$ cat src/rtl/sha256_msg_padder.sv
// SHA-256 message padder: streams 32-bit big-endian message words and emits
// padded 512-bit blocks (data, 0x80 marker, zero fill, 64-bit bit length).
module sha256_msg_padder #(
    parameter int LEN_BITS = 64
) (
    input  logic                CLK,
    input  logic                RST,
    input  logic [31:0]         in_data,
    input  logic                in_valid,
    output logic                in_ready,
    input  logic                in_last,
    input  logic [2:0]          in_nbytes,
    output logic [31:0]         out_data,
    output logic                out_valid,
    input  logic                out_ready,
    output logic                out_first,
    output logic                out_blk_end,
    output logic                out_msg_end,
    output logic [LEN_BITS-1:0] len_o,
    output logic                len_load
);

    typedef enum logic [2:0] {DATA, MARK, ZERO, LEN_HI, LEN_LO} state_t;

    state_t                state_q, state_d;
    logic [3:0]            widx;
    logic [3:0]            nidx;
    logic [LEN_BITS-1:0]   bitcnt;
    logic [LEN_BITS-1:0]   add_bits;
    logic [63:0]           len64;
    logic [2:0]            nb_last;
    logic [2:0]            add_bytes;
    logic                  slot;
    logic                  ld;
    logic [31:0]           ld_data;
    logic                  ld_msg_end;
    logic                  acc;
    logic                  done;

    // Keep bytes below nb, place the 0x80 marker at byte nb, zero the rest.
    function automatic logic [31:0] pad_word(input logic [31:0] d, input logic [1:0] nb);
        logic [31:0] w;
        case (nb)
            2'd0:    w = 32'h8000_0000;
            2'd1:    w = {d[31:24], 24'h80_0000};
            2'd2:    w = {d[31:16], 16'h8000};
            default: w = {d[31:8], 8'h80};
        endcase
        return w;
    endfunction

    assign slot      = !out_valid || out_ready;
    // Index of the word being loaded into the output stage this cycle.
    assign nidx      = widx + {3'b000, out_valid & out_ready};
    assign nb_last   = (in_nbytes > 3'd4) ? 3'd4 : in_nbytes;
    assign add_bytes = in_last ? nb_last : 3'd4;
    assign add_bits  = LEN_BITS'({add_bytes, 3'b000});
    assign len64     = 64'(bitcnt);

    assign in_ready    = RST && (state_q == DATA) && slot;
    assign out_first   = out_valid && (widx == 4'd0);
    assign out_blk_end = out_valid && (widx == 4'd15);

    always_comb begin
        state_d    = state_q;
        ld         = 1'b0;
        ld_data    = '0;
        ld_msg_end = 1'b0;
        acc        = 1'b0;
        done       = 1'b0;
        case (state_q)
            DATA: begin
                if (in_valid && slot) begin
                    acc     = 1'b1;
                    ld      = 1'b1;
                    ld_data = in_data;
                    if (in_last) begin
                        if (nb_last == 3'd4) begin
                            state_d = MARK;
                        end else begin
                            ld_data = pad_word(in_data, nb_last[1:0]);
                            state_d = (nidx == 4'd13) ? LEN_HI : ZERO;
                        end
                    end
                end
            end
            MARK: begin
                if (slot) begin
                    ld      = 1'b1;
                    ld_data = 32'h8000_0000;
                    state_d = (nidx == 4'd13) ? LEN_HI : ZERO;
                end
            end
            // Zero fill ends at index 13 so the length lands in words 14/15,
            // spilling into an extra block when the marker sat at 14 or 15.
            ZERO: begin
                if (slot) begin
                    ld      = 1'b1;
                    state_d = (nidx == 4'd13) ? LEN_HI : ZERO;
                end
            end
            LEN_HI: begin
                if (slot) begin
                    ld      = 1'b1;
                    ld_data = len64[63:32];
                    state_d = LEN_LO;
                end
            end
            LEN_LO: begin
                if (out_valid && out_msg_end) begin
                    if (out_ready) begin
                        done    = 1'b1;
                        state_d = DATA;
                    end
                end else if (slot) begin
                    ld         = 1'b1;
                    ld_data    = len64[31:0];
                    ld_msg_end = 1'b1;
                end
            end
            default: state_d = DATA;
        endcase
    end

    always_ff @(posedge CLK or negedge RST) begin
        if (!RST) begin
            state_q <= DATA;
        end else begin
            state_q <= state_d;
        end
    end

    always_ff @(posedge CLK or negedge RST) begin
        if (!RST) begin
            widx        <= '0;
            bitcnt      <= '0;
            len_o       <= '0;
            len_load    <= 1'b0;
            out_valid   <= 1'b0;
            out_data    <= '0;
            out_msg_end <= 1'b0;
        end else begin
            len_load <= acc && in_last;
            if (acc && in_last) begin
                len_o <= bitcnt + add_bits;
            end
            if (done) begin
                bitcnt <= '0;
            end else if (acc) begin
                bitcnt <= bitcnt + add_bits;
            end
            if (out_valid && out_ready) begin
                widx <= widx + 4'd1;
            end
            if (slot) begin
                out_valid   <= ld;
                out_msg_end <= ld && ld_msg_end;
                if (ld) begin
                    out_data <= ld_data;
                end
            end
        end
    end

endmodule

$ cat config.mk
export PLATFORM = sky130hd
export DESIGN_NAME = sha256_msg_padder
export DESIGN_NICKNAME = d
export VERILOG_FILES = /design/src/rtl/sha256_msg_padder.sv
export SDC_FILE = /design/constraint.sdc
export NUM_CORES = 1
export LEC_CHECK = 0
export ABC_CLOCK_PERIOD_IN_PS = 4100
export CORE_UTILIZATION = 40
export DETAILED_ROUTE_END_ITERATION = 16
export PLACE_DENSITY = 0.64
export SLEW_MARGIN = 30
export SYNTH_ARGS = -nofsm -noshare
export SYNTH_HDL_FRONTEND = slang
export SYNTH_SLANG_ARGS = --single-unit
$ cat constraint.sdc
create_clock -name CLK -period 4.1 [get_ports CLK]
set_input_delay 0.41 -clock CLK [delete_from_list [all_inputs] [get_ports CLK]]
set_output_delay 0.41 -clock CLK [all_outputs]
set_load 0.005 [all_outputs]
==> impl_metrics.py, run 1 <==
metrics = {
    "placed_design": {
        "detailed_place.area_sq_um": 10710,
        "place.detailed.hpwl_mm": 22.08,
        "port_buffers": 138,
        "place.gp.congestion": 0.9126,
        "numPlacedInstances": 1411,
    },
    "global_route": {
        "largest_net_degree_at_the_start_of_global_routing": 62,
        "global_route_wire_length_before_repair_mm": 48.07,
        "antenna_found_initial": 0,
        "first_global_vias": 8073,
        "overall_global_routing_resource_usage_pct": 26.64,
        "grt_overflow_total": 0,
    },
    "route": {
        "totalWireLength_mm": 30.86,
        "drc": 0,
        "dr.pass1.iters": 8,
        "detailroute.via_count": 8736,
        "drt.antenna.violating_nets": 0,
        "detailedRoute.firstIterationViolations": 949,
        "wl_per_cell_um": 21.37,
        "avgViaCountPerCell": 6.050,
    },
    "worst_setup_path": {
        "crit_arrival_ps": 3690,
        "worstPathBufferInverterCount": 1,
        "cp_data_required_time_ps": 4480,
        "worstSetupPathType": "input port to flop",
        "critical-path-slowest-cell": "sky130_fd_sc_hd__clkdlybuf4s50_1",
        "worstSetupStartpoint": "in_last",
        "crit_path_max_incr_delay_ps": 550,
        "r2r_start": "bitcnt[33]",
        "critical_path.max_fanout": 10,
        "cp_top_family": "simple AND/OR/NAND/NOR gates",
        "path_depth": 10,
        "reg2reg_depth": 5,
        "startpoint_type": "input port",
        "path_cells": "clkdlybuf4s50_1 > nor2b_1 > and2_1 > ha_1 > fa_1 > a21oi_1 > nor3_1 > nand2_1 > or4_1 > nand3_1",
        "critPathCaptureType": "flop",
    },
    "pwr": {
        "power.share.combinational_pct": 28.4,
        "power-per-cell-area_nw_per_um2": 465.7,
        "switching_share_pct": 35.77,
        "p_seq_share_pct": 39.2,
        "share_clk_of_total_power_pct": 32.4,
        "leakagePower_nw": 4.499,
        "net-switching-power_mw": 1.886,
        "internal-power_mw": 3.387,
        "vdd_drop_max_v": 0.0003571,
        "power_mw": 5.273,
    },
    "cells_and_area": {
        "count_of_inserted_antenna_diode_cells": 0,
        "seq_area_sq_um": 4104,
        "top_library_cells_by_usage_in_the_layout_fill_and_taps_aside": "167 x sky130_fd_sc_hd__nand2_1, 164 x sky130_fd_sc_hd__dfrtp_1, 137 x sky130_fd_sc_hd__clkdlybuf4s50_1",
        "finalCoreUtilization_pct": 51.26,
        "final_common_cell": "sky130_fd_sc_hd__nand2_1",
        "layout.cells.non_filler": 1444,
        "final_net_count": 1199,
        "area_delta_synth_final_pct": 23.99,
        "drive_above_1_share_pct": 6.443,
        "stdcell_area_sq_um": 11320,
        "fill_count": 2040,
        "total_area_of_multi_input_combinational_cells_sq_um": 4582,
    },
    "timing": {
        "post_route_setup_tns_ps": 0,
        "max_slew.worst_pin.slew_ps": 914.0,
        "unrepaired_setup_endpoints_after_global_routing": "no",
        "timing.final.hold_violations": 0,
        "timing.max_slew.rel_slack_pct": 38.50,
        "final_min_period_over_clock_period_pct": 80.71,
        "clock.fmax_mhz": 302.2,
        "final_slew_violations": 0,
        "finalSetupViolations": 0,
        "final.setup_skew_ps": 11.65,
        "fin_crit_ps": 3309,
    },
    "status": {
        "outcome": "completed",
    },
    "job": {
        "cap_violations": 0,
    },
    "yosys": {
        "synthesis.instances": 1063,
        "ys_seq_area_share_pct": 44.93,
        "yosys.cell_types.count": 64,
        "number_of_enable_type_register_cells_in_the_synthesized_netlist": 0,
        "post_synth_instance_area_sq_um": 9134,
        "synth.avg_cell_area_sq_um": 8.592,
        "synth_top_area_share_pct": 44.93,
        "synth.ff_latch_count": 164,
        "dominantRegCellSynth": "sky130_fd_sc_hd__dfrtp_1",
        "synth.top_cells.by_area": "sky130_fd_sc_hd__dfrtp_1 45%, sky130_fd_sc_hd__nand2_1 6.9%, sky130_fd_sc_hd__o21ai_0 5.4%",
        "synth_warnings": 0,
        "postSynth.asyncResetShare_pct": 100.0,
        "synth_largest_area_cell": "sky130_fd_sc_hd__dfrtp_1",
    },
    "cts": {
        "cts-resized-gates": 0,
        "htree_num_levels": 4,
        "clock_insertion_delay_worst_skew_ps": 450,
        "clock-root-buffer": "sky130_fd_sc_hd__clkbuf_16",
        "cts_post_setup_buffers_inserted": 0,
        "tritoncts.num_buffers": 17,
        "clock_sink_count": 164,
        "tritoncts": "built",
        "hold_buf_cts": 1,
        "cts.path.max_buffers": 2,
        "clkTransAtPathRegs_ps": 70,
    },
    "hold_path": {
        "holdCritPathClass": "flop to flop",
        "timing.hold.worst_path_depth": 2,
        "worstHoldStart": "len_o[38]",
    },
    "floorplan": {
        "design.die.area_sq_um": 23440,
        "design.core.area_sq_um": 22090,
        "initial_core_util_pct": 41.34,
        "top_ports": 142,
        "die_h_um": 153.1,
        "core.rowCount": 54,
        "fp.dieW_um": 153.1,
    },
}
path summary, 6_finish.rpt:
check                        endpoint  slack (ps)
hold / removal              len_o[38]         470
min in group asynchronous   len_o[11]         500
max in group asynchronous  bitcnt[40]        2400
setup / recovery            len_o[57]         790
setup reg to reg           bitcnt[63]        1170
hold reg to reg             len_o[38]         470
power groups by stage:
| stage | Sequential, mW | Combinational [mW] | Clock [mW] |
|---|---|---|---|
| 2_1_floorplan | 2.00 | 0.839 | 0 |
| 3_3_place_gp | 2.10 | 1.46 | 0 |
| 3_5_place_dp | 2.09 | 1.49 | 0 |
| 4_1_cts | 2.07 | 1.49 | 1.72 |
| 5_1_grt | 2.10 | 1.64 | 1.78 |
| 6_report | 2.07 | 1.50 | 1.71 |
logic make-up (layout without fill, tap and decap cells):
group	Yosys count	count (layout)	synth area share (%)
AOI/OAI and AO/OA	259	259	17.85
xor gates and xnor gates	34	34	3.260
adders and majority gates	8	8	1.178
buffers and inverters	122	221	5.246
DFF	164	164	44.93
muxes	5	5	0.5617
other	1	3	0.04106
and+or+nand+nor	470	470	26.93
registers in the layout, indices dropped and copies added (netlist names):
name,flops
state_q,3
out_valid,1
bitcnt,61
len_load,1
out_msg_end,1
out_data,32
widx,4
len_o,61
worst min-delay path, delay by kind of cell, from the launching register on:
kind	cells	cell delay (ps)
simple gates	2	100
flops	1	340
synth_stat cells, types with 19 or more instances:
cell,number
sky130_fd_sc_hd__a21oi_1,42
sky130_fd_sc_hd__a222oi_1,27
sky130_fd_sc_hd__a31oi_1,28
sky130_fd_sc_hd__clkbuf_1,74
sky130_fd_sc_hd__dfrtp_1,164
sky130_fd_sc_hd__inv_1,26
sky130_fd_sc_hd__nand2_1,167
sky130_fd_sc_hd__nand2b_1,19
sky130_fd_sc_hd__nand3_1,54
sky130_fd_sc_hd__nand4_1,39
sky130_fd_sc_hd__nor2_1,54
sky130_fd_sc_hd__nor4_1,25
sky130_fd_sc_hd__o21ai_0,99
metrics by stage:
stage / hold WS (ps) / worst slack [ps]
after global routing: 500.5 / 665.4
after global placement: 416.1 / 513.9
after detailed placement: 413.3 / 400.7
final: 474.3 / 791.0
after CTS: 480.7 / 847.2
after floorplan: 114.4 / 1485
metal layers:
layer / vias to the layer above / track usage, % / routed length (um)
met2: 380 / 41.34 / 13960
met4: 0 / 10.00 / 954
met1: 4232 / 37.26 / 13650
met3: 59 / 4.423 / 2284
li1: 4065 / - / -
met5: - / 0 / 0
area by class of cell:
class	instances	area share, %
inverter	27	0.8949
multi-input combinational	779	40.46
tap	280	3.094
clock buffer	17	3.756
timing repair buffer	162	13.93
sequential	164	36.24
clock inverter	15	1.624
(Power assumes the default switching activity.)
==> inputs of run 2 (changes only) <==
ABC_CLOCK_PERIOD_IN_PS = 3440   (was 4100)
clock period = 3.44 ns   (was 4.1 ns; I/O delays follow)
==> impl_metrics.py, run 2 (synthesized netlist as in run 1, its figures left out) <==
metrics = {
    "status": {
        "outcome": "completed",
    },
    "timing": {
        "final_min_period_over_clock_period_pct": 91.94,
        "final_critical_path_setup_slack_ps": 277.3,
        "clock.fmax_mhz": 316.2,
        "timing.final.hold_violations": 0,
        "final.setup_skew_ps": 13.46,
        "max_slew.worst_pin.slew_ps": 1000,
        "timing.max_slew.rel_slack_pct": 32.76,
        "unrepaired_setup_endpoints_after_global_routing": "no",
        "final_slew_violations": 0,
        "finalSetupViolations": 0,
        "fin_crit_ps": 3163,
    },
    "job": {
        "cap_violations": 0,
    },
    "pwr": {
        "leakagePower_nw": 4.651,
        "vdd_drop_max_v": 0.0004650,
        "power-per-cell-area_nw_per_um2": 547.2,
        "power_mw": 6.326,
    },
    "floorplan": {
        "initial_core_util_pct": 41.34,
        "top_ports": 142,
        "design.die.area_sq_um": 23440,
        "die_h_um": 153.1,
        "fp.dieW_um": 153.1,
        "design.core.area_sq_um": 22090,
        "core.rowCount": 54,
    },
    "cells_and_area": {
        "final_net_count": 1226,
        "reg.largest.list": "bitcnt x61, len_o x61, out_data x32",
        "area_delta_synth_final_pct": 26.59,
        "stdcell_area_sq_um": 11560,
        "finalCoreUtilization_pct": 52.33,
        "top_library_cells_by_usage_in_the_layout_fill_and_taps_aside": "167 x sky130_fd_sc_hd__nand2_1, 164 x sky130_fd_sc_hd__dfrtp_1, 137 x sky130_fd_sc_hd__clkdlybuf4s50_1",
        "fill_count": 2116,
        "count_of_inserted_antenna_diode_cells": 0,
        "drive_above_1_share_pct": 8.480,
        "final_common_cell": "sky130_fd_sc_hd__nand2_1",
    },
    "global_route": {
        "largest_net_degree_at_the_start_of_global_routing": 72,
        "grt_overflow_total": 0,
        "overall_global_routing_resource_usage_pct": 27.82,
        "global_route_wire_length_before_repair_mm": 49.83,
        "antenna_found_initial": 0,
        "first_global_vias": 8465,
    },
    "cts": {
        "clock_sink_count": 164,
        "htree_num_levels": 4,
        "cts.path.max_buffers": 2,
        "tritoncts.num_buffers": 17,
        "clock-root-buffer": "sky130_fd_sc_hd__clkbuf_16",
        "clkTransAtPathRegs_ps": 70,
        "clock_insertion_delay_worst_skew_ps": 450,
        "tritoncts": "built",
        "cts_post_setup_buffers_inserted": 0,
    },
    "worst_setup_path": {
        "cp_data_required_time_ps": 3820,
        "startpoint_type": "input port",
        "internal_reg_to_reg_setup_slack_ps": 730,
        "critical_path.reg2reg.endpoint": "bitcnt[63]",
        "cp_top_family": "simple AND/OR/NAND/NOR gates",
        "worstPathBufferInverterCount": 1,
        "critical-path-slowest-cell": "sky130_fd_sc_hd__nor4_1",
        "reg2reg_depth": 5,
        "critical_path.max_fanout": 7,
        "crit_path_max_incr_delay_ps": 760,
        "critPathCaptureType": "flop",
        "r2r_start": "bitcnt[23]",
        "path_cells": "clkdlybuf4s50_1 > nor2b_1 > and2_1 > ha_1 > fa_1 > a21oi_1 > nor4_1 > nand4_1 > or4_1 > nand3_1",
        "crit_arrival_ps": 3540,
        "worstSetupPathType": "input port to flop",
    },
    "route": {
        "totalWireLength_mm": 31.80,
        "detailedRoute.firstIterationViolations": 860,
        "drt.antenna.violating_nets": 0,
        "wl_per_cell_um": 21.62,
        "avgViaCountPerCell": 6.058,
        "detailroute.via_count": 8911,
        "drc": 0,
        "dr.pass1.iters": 6,
    },
    "placed_design": {
        "detailed_place.area_sq_um": 10940,
        "post-place-ws_ps": -16.79,
        "place.detailed.hpwl_mm": 22.85,
        "port_buffers": 138,
        "place.gp.congestion": 0.9559,
    },
    "hold_path": {
        "holdCritPathClass": "input port to asynchronous set/reset pin",
    },
}
## run 2: timing repair
item	in CTS	in global routing
hold endpoints to repair	24	0
resized for setup	0	0
hold buffers	1	0
## run 2: how the worst max path moves through the flow
stage | from | to | cells after the start
after CTS | in_last | len_o[45] | 10
after global placement | in_last | len_o[45] | 10
after floorplan | in_last | bitcnt[27] | 9
final | in_last | bitcnt[63] | 10
after detailed placement | in_last | len_o[45] | 10
after global routing | in_last | len_o[21] | 10
## run 2: final cells by class
class                   count  area, sq um  share of cell area, %
multi-input cells         779         4581                  39.62
flip-flops and latches    164         4104                  35.49
repair buffers            189         1822                  15.76
clock buffers              18        439.2                  3.798
well taps                 280        350.3                  3.030
clock inverters            14        165.2                  1.428
inverters                  27        101.3                 0.8765
## run 2: power by group
group	switching (mW)	total, mW	internal (mW)
clock	0.904	2.02	1.11
sequential	0.280	2.46	2.18
combinational	1.06	1.85	0.795
## run 2: metrics by stage
| stage | hold slack, ps | cells | setup TNS, ps |
|---|---|---|---|
| 2_1_floorplan | 48.41 | 1065 | 0 |
| 3_3_place_gp | 233.0 | 1438 | 0 |
| 3_5_place_dp | 228.3 | 1438 | -16.79 |
| 4_1_cts | 323.9 | 1471 | 0 |
| 5_1_grt | 338.4 | 1471 | 0 |
| 6_report | 325.2 | 1471 | 0 |
## run 2: layer usage
| metal | wire length [um] | track usage [%] | part of all wire [%] | vias to the layer above |
|---|---|---|---|---|
| met3 | 1960 | 4.508 | 6.2 | 63 |
| li1 | - | - | - | 4120 |
| met5 | 0 | 0 | 0 | - |
| met4 | 1091 | 12.55 | 3.4 | 0 |
| met2 | 14520 | 43.40 | 46 | 354 |
| met1 | 14230 | 37.99 | 45 | 4374 |
==> inputs of run 3 (changes only) <==
CAP_MARGIN = 10   (was unset)
==> results of run 3 <==
The final DEF is identical to that of run 2; final timing and power are the same.
